File: src/rtl/mmap_read_streamer.sv
// Read-channel front end for async_mmap: expands a (base, len) command into per-beam addresses
// and forwards the returned beams as a stream with a last flag, capping in-flight beams.
module mmap_read_streamer #(
    parameter int unsigned AddrWidth         = 64,
    parameter int unsigned DataWidth         = 512,
    parameter int unsigned DataWidthBytesLog = 6,
    parameter int unsigned CountWidth        = 32,
    parameter int unsigned MaxOutstanding    = 32,
    parameter int unsigned OutstandingLog    = 6
) (
    input  logic                  clk,
    input  logic                  rst_n,
    input  logic [AddrWidth-1:0]  cmd_addr_din,
    input  logic [CountWidth-1:0] cmd_len_din,
    input  logic                  cmd_write,
    output logic                  cmd_full_n,
    output logic [AddrWidth-1:0]  read_addr_din,
    output logic                  read_addr_write,
    input  logic                  read_addr_full_n,
    input  logic [DataWidth-1:0]  read_data_dout,
    output logic                  read_data_read,
    input  logic                  read_data_empty_n,
    output logic [DataWidth-1:0]  out_din,
    output logic                  out_last,
    output logic                  out_write,
    input  logic                  out_full_n,
    output logic                  done,
    output logic                  busy
);

    typedef enum logic [1:0] {StIdle, StRun, StDone} state_e;

    localparam logic [OutstandingLog-1:0] MaxOut = OutstandingLog'(MaxOutstanding);

    state_e                    state_q, state_d;
    logic [AddrWidth-1:0]      base_q, base_d;
    logic [CountWidth-1:0]     len_q, len_d;
    logic [CountWidth-1:0]     issued_q, issued_d;
    logic [CountWidth-1:0]     received_q, received_d;
    logic [OutstandingLog-1:0] outstanding_q, outstanding_d;

    logic cmd_accept, issue, xfer, last_beam;

    always_comb begin
        cmd_accept = (state_q == StIdle) && cmd_write;
        issue      = (state_q == StRun) && (issued_q < len_q) && (outstanding_q < MaxOut)
                     && read_addr_full_n;
        // Only pop beams we actually asked for; strays while outstanding==0 stay in the FIFO.
        xfer       = (state_q == StRun) && (outstanding_q != '0) && read_data_empty_n
                     && out_full_n;
        last_beam  = xfer && (received_q == len_q - CountWidth'(1));
    end

    always_ff @(posedge clk or negedge rst_n) begin
        if (!rst_n) begin
            state_q <= StIdle;
        end else begin
            state_q <= state_d;
        end
    end

    always_comb begin
        state_d = state_q;
        unique case (state_q)
            StIdle: begin
                if (cmd_accept) state_d = (cmd_len_din == '0) ? StDone : StRun;
            end
            StRun: begin
                if (last_beam) state_d = StDone;
            end
            StDone:  state_d = StIdle;
            default: state_d = StIdle;
        endcase
    end

    always_comb begin
        cmd_full_n      = (state_q == StIdle);
        busy            = (state_q != StIdle);
        done            = (state_q == StDone);
        read_addr_write = issue;
        read_addr_din   = base_q + (AddrWidth'(issued_q) << DataWidthBytesLog);
        read_data_read  = xfer;
        out_write       = xfer;
        out_last        = last_beam;
        out_din         = read_data_dout;
    end

    always_comb begin
        base_d        = base_q;
        len_d         = len_q;
        issued_d      = issued_q;
        received_d    = received_q;
        outstanding_d = outstanding_q;
        if (cmd_accept) begin
            base_d        = cmd_addr_din;
            len_d         = cmd_len_din;
            issued_d      = '0;
            received_d    = '0;
            outstanding_d = '0;
        end else begin
            if (issue) issued_d = issued_q + CountWidth'(1);
            if (xfer) received_d = received_q + CountWidth'(1);
            if (issue && !xfer) outstanding_d = outstanding_q + OutstandingLog'(1);
            if (!issue && xfer) outstanding_d = outstanding_q - OutstandingLog'(1);
        end
    end

    always_ff @(posedge clk or negedge rst_n) begin
        if (!rst_n) begin
            base_q        <= '0;
            len_q         <= '0;
            issued_q      <= '0;
            received_q    <= '0;
            outstanding_q <= '0;
        end else begin
            base_q        <= base_d;
            len_q         <= len_d;
            issued_q      <= issued_d;
            received_q    <= received_d;
            outstanding_q <= outstanding_d;
        end
    end

endmodule

File: config.mk
export PLATFORM = sky130hd
export DESIGN_NAME = mmap_read_streamer
export DESIGN_NICKNAME = d
export VERILOG_FILES = /design/src/rtl/mmap_read_streamer.sv
export SDC_FILE = /design/constraint.sdc
export NUM_CORES = 1
export LEC_CHECK = 0
export ABC_CLOCK_PERIOD_IN_PS = 10730
export BUFFER_PORTS_ARGS = -buffer_cell sky130_fd_sc_hd__buf_4
export CAP_MARGIN = 30
export CELL_PAD_IN_SITES_DETAIL_PLACEMENT = 0
export CELL_PAD_IN_SITES_GLOBAL_PLACEMENT = 1
export CORE_AREA = 4 4 461 463
export DETAILED_ROUTE_END_ITERATION = 8
export DIE_AREA = 0 0 465 467
export PLACE_DENSITY = 0.37
export SYNTH_ARGS = -nofsm -noshare
export SYNTH_HDL_FRONTEND = slang
export SYNTH_SLANG_ARGS = --single-unit
File: constraint.sdc
create_clock -name clk -period 10.73 [get_ports clk]
set_clock_uncertainty 0.15 [all_clocks]
set_input_delay 3.219 -clock clk [delete_from_list [all_inputs] [get_ports clk]]
set_output_delay 3.219 -clock clk [all_outputs]
set_load 0.02 [all_outputs]
==> key figures, run 1 <==
Timing
  – TNS Setup: 0 ns
  – Worst slew pin tran: 0.887 ns
  – Final setup viols: 0
  – Max transition margin: 40.8%
  – RSZ-0062 raised after global routing: no
  – Max Fclk: 122 MHz
  – Worst setup margin: 2.51 ns
  – Tmin final: 8.22 ns
  – Final hold violation count: 0
  – Fin crit share: 76.6%
  – Slew Viols, Final: 0

Critical path
  – Worst reg2reg startpoint: len_q[9]$_DFFE_PN0P_
  – RR Endpoint: outstanding_q[5]$_DFFE_PN0P_
  – Worst path required time: 7.36 ns
  – Crit path cell chain: buf_4, nand4b_1, a21oi_1, nand3_1, nor4_1, nand4_1, nor4_2, buf_4
  – Crit path launch type: primary input
  – WS Path Type: in2out
  – Worst reg-to-reg path cell count: 18
  – R2R setup slack: 5.52 ns
  – CP endpoint kind: primary output
  – Origin of the worst setup path: out_full_n
  – Slowest stage delay, CP: 0.30 ns
  – Buf/Inv on CP: 2
  – Cell family with most CP delay: simple AND/OR/NAND/NOR gates
  – CP Max Fanout: 4
  – CP most frequent cell: buf_4
  – Critical path data arrival time: 4.85 ns
  – Critical-path top delay cell: nor4_1

Route
  – First-pass DRT Iterations: 5
  – Vias/cell: 2.69
  – Total wire length: 98900 um
  – DR iter-0 viols: 693
  – Vias: 11700
  – DRC Markers: 0
  – Wire per inst: 22.6 um
  – Post-route ant nets: 0

Min path
  – Beginning of the worst hold path: base_q[4]$_DFFE_PN0P_
  – WHS Endpoint: base_q[4]$_DFFE_PN0P_
  – Path type of the worst min-delay path: reg2reg
  – Hold path cells: 2

Clock tree
  – CTS Sinks: 168
  – Root buf cell: clkbuf_16
  – CTS Buf Count: 17
  – Register clock-pin slew on the reported worst setup and hold paths: 0.08 ns
  – CTS H-Tree Depth: 4
  – Max clock buf depth: 2
  – CTS tree: yes
  – Post-CTS Setup Bufs: 0
  – Hold-fix buffers, CTS: 0
  – Skew-Pair Late Insertion Delay: 0.54 ns
  – Resized cells post-CTS: 0

Synth
  – Top FF cell, synth: dfrtp_1
  – Warnings from Yosys: 0
  – Post-synth EDFFs: 0
  – Area of the mapped netlist: 15500 um2
  – FFs w/ async S/R, synth: 100%
  – Seq/Total Area, Yosys: 27.2%
  – Yosys reg bits: 168
  – Yosys cell types: 67
  – Mapped Nets: 2600
  – Synthesized netlist cell count: 1914
  – Mean post-synth cell area: 8.08 um2

Die
  – FP Rows: 168
  – DIE AREA: 217000 um2
  – Die width: 465 um
  – Die Y: 467 um
  – CORE AREA: 209000 um2
  – Io pins: 1197
  – Initial Util: 7.41%

Place
  – GPL Wtd Cong: 0.725
  – DP Wirelength: 85300 um
  – I/O Buffers: 172
  – Dpl ws: 2.45 ns

Global route
  – Grt met3 use: 7.68%
  – Initial antenna violation count: 8
  – Pin count of the biggest net entering global routing: 103
  – Met1 GRT Util: 7.56%
  – Global route hottest layer: met2
  – Gr usage total: 8.73%
  – First-pass GRT wire length: 125000 um
  – Met2 usage: 14.2%
  – Gr ovfl total: 0
  – Vias in the first global route: 11900

Job
  – Max Cap Violations: 0

Run status
  – Status: complete, no violations

Finish
  – Fin nets: 2233
  – Area growth from synthesis to layout: 9.68%
  – Share of cells above drive strength 1: 15.8%

Pwr
  – Pleak: 6.62 nW
  – Pwr/cell area: 173 nW/um2
  – VDD IR-drop max: 0.117 mV
## synth_stat cells (6+ instances only)
library cell | instances | share of area [%]
a211oi_1 | 18 | 0.87
a21o_1 | 24 | 1.2
a21oi_1 | 58 | 1.9
and2_1 | 7 | 0.28
and3_1 | 15 | 0.61
and4_1 | 6 | 0.34
buf_4 | 519 | 25
clkbuf_1 | 54 | 1.3
dfrtp_1 | 168 | 27
ha_1 | 70 | 5.7
inv_1 | 61 | 1.5
mux2i_1 | 13 | 0.84
nand2_1 | 303 | 7.4
nand2b_1 | 24 | 0.97
nand3_1 | 48 | 1.6
nand4_1 | 43 | 1.7
nor2_1 | 88 | 2.1
nor2b_1 | 14 | 0.57
nor3_1 | 19 | 0.62
nor4_1 | 30 | 1.2
o211ai_1 | 17 | 0.83
o21a_1 | 10 | 0.49
o21ai_0 | 66 | 2.1
o311ai_0 | 17 | 0.96
o41ai_1 | 17 | 0.96
or4_1 | 11 | 0.53
xnor2_1 | 75 | 4.2
xor2_1 | 48 | 2.7
## stage by stage
step                hold slack [ns]  std cells  utilization [%]  instance area [um2]  total power [mW]
floorplan                     0.297       1914                -                15500              1.95
global placement              0.314       4333             7.82                16300              2.28
detailed placement            0.313       4333             7.82                16300              2.27
CTS                           0.341       4365             8.12                17000              3.02
global route                  0.361       4365             8.12                17000              3.16
finish                        0.333       4366             8.12                17000              2.93
## per-layer routing
metal / vias up / wire [um] / part of all wire (%)
met4: 6 / 4180 / 4.2
met5: - / 310 / 0.31
met2: 724 / 46000 / 47
li1: 5255 / - / -
met1: 5463 / 29800 / 30
met3: 279 / 18600 / 19
## cell type report
| type | instances | area (um2) |
|---|---|---|
| fill | 24400 | 192000 |
| multi-input combinational | 1109 | 6940 |
| sequential | 168 | 4200 |
| tap | 2805 | 3510 |
| timing repair buffer | 190 | 1450 |
| clock buffer | 17 | 425 |
| inverter | 61 | 229 |
| clock inverter | 15 | 199 |
| antenna | 1 | 2.50 |
## where the power goes
part	leakage, nW	switching, mW	internal [mW]
Combinational	4.15	0.781	0.467
Clock	0.302	0.385	0.322
Sequential	2.17	0.189	0.781
Total	6.62	1.36	1.57
## state kept, by name, summed over array words and instances, names as in the netlist
signal and flops:
issued_q 32, outstanding_q 6, len_q 32, base_q 64, state_q 2, received_q 32
## cell usage in the layout, fill, tap and decap left out, types with 3 or more instances in the layout
master,Yosys,layout
o31ai_1,4,3
or4_1,11,11
a211oi_1,18,18
o21a_1,10,10
o21ai_0,66,66
and4_1,6,6
or4b_2,3,3
inv_8,0,3
inv_1,61,61
nor2_1,88,88
o211ai_1,17,17
nor2b_1,14,14
xnor2_1,75,75
or3_1,5,5
nor4_2,3,4
o41ai_1,17,17
buf_4,519,188
clkinv_8,0,5
inv_6,0,3
ha_1,70,70
a31oi_1,5,5
nand3_1,48,47
nor3_1,19,19
o31a_1,4,4
and3_1,15,15
nand4_1,43,43
a21oi_1,58,58
o311ai_0,17,17
and2_1,7,6
mux2i_1,13,13
dfrtp_1,168,168
nor4_1,30,29
xor2_1,48,48
a21o_1,24,24
nand2_1,303,302
clkbuf_16,0,17
inv_12,0,3
nand2b_1,24,24
nand4b_1,4,4
nand3b_1,3,3
## how the worst max path moves through the flow
stage,endpoint,cells after the start
floorplan,out_last,6
global placement,out_last,8
detailed placement,out_last,8
CTS,read_addr_din[34],12
global route,read_addr_din[32],11
finish,out_last,8
## logic make-up (layout without fill, tap and decap cells)
group           count (synthesis)  after routing  share of synthesized area [%]
flops                         168            168                           27.2
xor+xnor                      123            123                           6.97
mux                            13             13                          0.842
simple gates                  637            637                           19.6
buf+inv                       637            283                           28.1
other cells                     0              1                              0
fa+ha+maj                      72             72                           5.92
compound gates                264            264                           11.3
## worst register-to-register path, stage by stage, from the launching register on
cell and delay (ns):
dfrtp_1 0.50, inv_1 0.21, ha_1 0.35, nand4_1 0.11, or4_1 0.50, o21ai_0 0.23
o311ai_1 0.21, nand3_2 0.14, buf_4 0.49, and2_1 0.42, ha_1 0.27, a21o_1 0.15
a21oi_1 0.22, nor2b_1 0.07, o21ai_0 0.24, a21oi_1 0.18, and4_1 0.28, a41oi_1 0.23
mux2i_1 0.21
(Power assumes the default switching activity.)
==> inputs of run 2 (changes only) <==
==> config.mk (replaced) <==
export PLATFORM = sky130hd
export DESIGN_NAME = mmap_read_streamer
export DESIGN_NICKNAME = d
export VERILOG_FILES = /design/src/rtl/mmap_read_streamer.sv
export SDC_FILE = /design/constraint.sdc
export NUM_CORES = 1
export LEC_CHECK = 0
export ABC_AREA = 1
export ABC_CLOCK_PERIOD_IN_PS = 7400
export BUFFER_PORTS_ARGS = -buffer_cell sky130_fd_sc_hd__buf_4
export CAP_MARGIN = 30
export CELL_PAD_IN_SITES_DETAIL_PLACEMENT = 0
export CELL_PAD_IN_SITES_GLOBAL_PLACEMENT = 1
export CORE_AREA = 4 4 464 466
export DETAILED_ROUTE_END_ITERATION = 8
export DIE_AREA = 0 0 468 470
export PLACE_DENSITY = 0.39
export SYNTH_ARGS = -nofsm -noshare
export SYNTH_HDL_FRONTEND = slang
export SYNTH_SLANG_ARGS = --single-unit
==> constraint.sdc (replaced) <==
create_clock -name clk -period 7.4 [get_ports clk]
set_clock_uncertainty 0.15 [all_clocks]
set_input_delay 2.22 -clock clk [delete_from_list [all_inputs] [get_ports clk]]
set_output_delay 2.22 -clock clk [all_outputs]
set_load 0.02 [all_outputs]
==> key figures, run 2 <==
Run status
  – Status: complete, no violations

Finish
  – Reg with most FFs: base_q
  – Most common cell after layout, fill and taps aside: nand2_1
  – Share of cells above drive strength 1: 13.9% (-1.9 points)
  – Area growth from synthesis to layout: 8.45%
  – Commonest non-fill, non-tap cells in the layout: nand2_1 (513), inv_1 (215), nor2_1 (204)
  – FF/Latch Area: 4200 um2 (unchanged)
  – Area of the multi-input gates: 7960 um2 (+15%)
  – Fin nets: 2744 (+23%)
  – Final core utilization: 8.77% (+0.64 points)
  – Number of fillers in the final layout: 24900 (+1.9%)
  – Layout Cells excl Fill: 4889 (+12%)
  – Number of flip-flops in the largest register: 64 (unchanged)
  – Post-route cell area: 18500 um2 (+9.2%)

Timing
  – TNS Setup: 0 ns (unchanged)
  – Final setup viols: 0 (unchanged)
  – RSZ-0062 raised after global routing: no
  – Worst setup margin: 0.852 ns (-1.66 ns)
  – Max Fclk: 153 MHz
  – Tmin final: 6.55 ns
  – Worst slew pin tran: 0.881 ns (-0.00594 ns)
  – Fin crit share: 88.5%
  – Final hold slack: 0.341 ns (+0.00761 ns)
  – Final hold violation count: 0 (unchanged)
  – Max transition margin: 41.2% (+0.40 points)
  – Slew Viols, Final: 0 (unchanged)

Synth
  – Warnings from Yosys: 0 (unchanged)
  – Post-synth top area share: 24.6% (-2.6 points)
  – Synth top cells by count: buf_4 (520), nand2_1 (514), inv_1 (216)
  – Yosys reg bits: 168 (unchanged)
  – Seq/Total Area, Yosys: 24.6% (-2.6 points)
  – Yosys cell types: 57 (-15%)
  – Cell taking the most area after synthesis: dfrtp_1
  – Top FF cell, synth: dfrtp_1
  – FFs w/ async S/R, synth: 100% (unchanged)
  – Synthesized netlist cell count: 2416 (+26%)
  – Post-synth EDFFs: 0 (unchanged)
  – Mean post-synth cell area: 7.07 um2 (-12%)
  – Most common cell in the netlist: buf_4
  – Synth top area cells: dfrtp_1 (25%), buf_4 (23%), nand2_1 (11%), ha_1 (5.1%), inv_1 (4.7%)
  – Mapped Nets: 3102 (+19%)
  – Area of the mapped netlist: 17100 um2 (+10%)

Clock tree
  – CTS tree: yes
  – Skew-Pair Late Insertion Delay: 0.51 ns (-0.03 ns)
  – Resized cells post-CTS: 0 (unchanged)
  – CTS Buf Count: 17 (unchanged)
  – CTS H-Tree Depth: 4 (unchanged)
  – Register clock-pin slew on the reported worst setup and hold paths: 0.07 ns (about the same)
  – Post-CTS Setup Bufs: 0 (unchanged)
  – Hold-fix buffers, CTS: 0 (unchanged)
  – Max clock buf depth: 2 (unchanged)
  – Root buf cell: clkbuf_16
  – CTS Sinks: 168 (unchanged)

Critical path
  – CP Max Fanout: 2 (-2)
  – Setup crit end: out_last
  – Cell family with most CP delay: simple AND/OR/NAND/NOR gates
  – CP endpoint kind: primary output
  – Worst path required time: 5.03 ns (-2.33 ns)
  – Origin of the worst setup path: out_full_n
  – Critical Path Stages: 15 (+7)
  – WS Path Type: in2out
  – Critical path data arrival time: 4.18 ns (-0.67 ns)
  – Crit path launch type: primary input
  – CP most frequent cell: nor2_1
  – Slowest stage delay, CP: 0.37 ns (+0.07 ns)
  – Worst reg-to-reg path cell count: 28 (+10)
  – Worst reg2reg startpoint: len_q[3]$_DFFE_PN0P_
  – R2R setup slack: 3.03 ns (-2.49 ns)
  – Buf/Inv on CP: 3 (+1)
  – Crit path cell chain: buf_4, nand2_1, nor2_2, nand2_2, a21oi_1, nand3_1, nor2_1, nand2_1, nor2_1, nand4_1, nor2_1, nand4_1, nor2_1, buf_4, buf_4
  – RR Endpoint: outstanding_q[5]$_DFFE_PN0P_
  – Critical-path top delay cell: nor2_1

Die
  – CORE AREA: 211000 um2 (+1.2%)
  – DIE AREA: 220000 um2 (+1.3%)
  – Die Y: 470 um (+0.64%)
  – Die width: 468 um (+0.65%)
  – Io pins: 1197 (unchanged)
  – Initial Util: 8.08% (+0.68 points)
  – FP Rows: 169 (+0.60%)

Global route
  – Vias in the first global route: 14700 (+24%)
  – Gr ovfl total: 0 (unchanged)
  – Pin count of the biggest net entering global routing: 127 (+23%)
  – Initial antenna violation count: 12 (+4)
  – First-pass GRT wire length: 144000 um (+15%)
  – Gr usage total: 9.84% (+1.1 points)

Pwr
  – Pleak: 7.51 nW (+13%)
  – Pwr/cell area: 301 nW/um2 (+74%)
  – Total power: 5.58 mW (+91%)
  – VDD IR-drop max: 0.220 mV (+89%)

Route
  – First-pass DRT Iterations: 5 (unchanged)
  – Vias/cell: 2.86 (+6.4%)
  – Post-route ant nets: 0 (unchanged)
  – Vias: 14000 (+19%)
  – Wire per inst: 22.7 um (+0.41%)
  – DR iter-0 viols: 606 (-13%)
  – Total wire length: 111000 um (+12%)
  – DRC Markers: 0 (unchanged)

Job
  – Max Cap Violations: 0 (unchanged)

Place
  – I/O Buffers: 172 (unchanged)
  – Placed instance count: 4860 (+12%)
  – Area post-placement: 18000 um2 (+10%)
  – Dpl ws: 0.592 ns (-1.85 ns)
  – GPL Wtd Cong: 0.740 (+2.1%)
  – DP Wirelength: 98200 um (+15%)

Min path
  – Beginning of the worst hold path: base_q[2]$_DFFE_PN0P_
  – Path type of the worst min-delay path: reg2reg
[run 2: area by class of cell]
class                           instances  share of cell area, %
Antenna cell                            1                 0.0135
Timing Repair Buffer                  183                   7.65
Tap cell                             2821                   19.1
Multi-Input combinational cell       1461                   43.0
Sequential cell                       168                   22.7
Clock buffer                           19                   2.39
Inverter                              227                   4.63
Clock inverter                          9                  0.568
[run 2: worst min path at each step]
stage / endpoint / slack (ns) / cells past startpoint
detailed placement: base_q[3]$_DFFE_PN0P_ / 0.32 / 2
global placement: base_q[5]$_DFFE_PN0P_ / 0.32 / 2
global route: base_q[2]$_DFFE_PN0P_ / 0.36 / 2
floorplan: base_q[0]$_DFFE_PN0P_ / 0.30 / 2
finish: base_q[2]$_DFFE_PN0P_ / 0.34 / 2
CTS: base_q[3]$_DFFE_PN0P_ / 0.34 / 2
[run 2: cells by family after synthesis]
group / synth area share, %
adder cells (fa/ha/maj): 5.36
buffers and inverters: 28.9
AO/OA/AOI/OAI: 9.13
flip-flops: 24.6
AND/OR/NAND/NOR: 25.3
XOR/XNOR: 6.68
[run 2: power by group]
group          leakage [nW]  total (mW)  switching (mW)  internal, mW
Sequential             2.18        1.63           0.408          1.22
Combinational          5.07        3.02            2.01          1.01
Clock                 0.258       0.930           0.436         0.494
Total                  7.51        5.58            2.85          2.72
[run 2: routing by layer]
layer | global-route usage, % | share of wire, %
met1 | 8.56 | 31
met2 | 15.5 | 45
met3 | 8.57 | 19
met4 | 5.05 | 5.5
met5 | 1.01 | 0.25
[run 2: tightest hold or removal path: stages, from the launching register on]
cell,delay (ns)
dfrtp_1,0.35
nand2_1,0.05
nand2_1,0.05
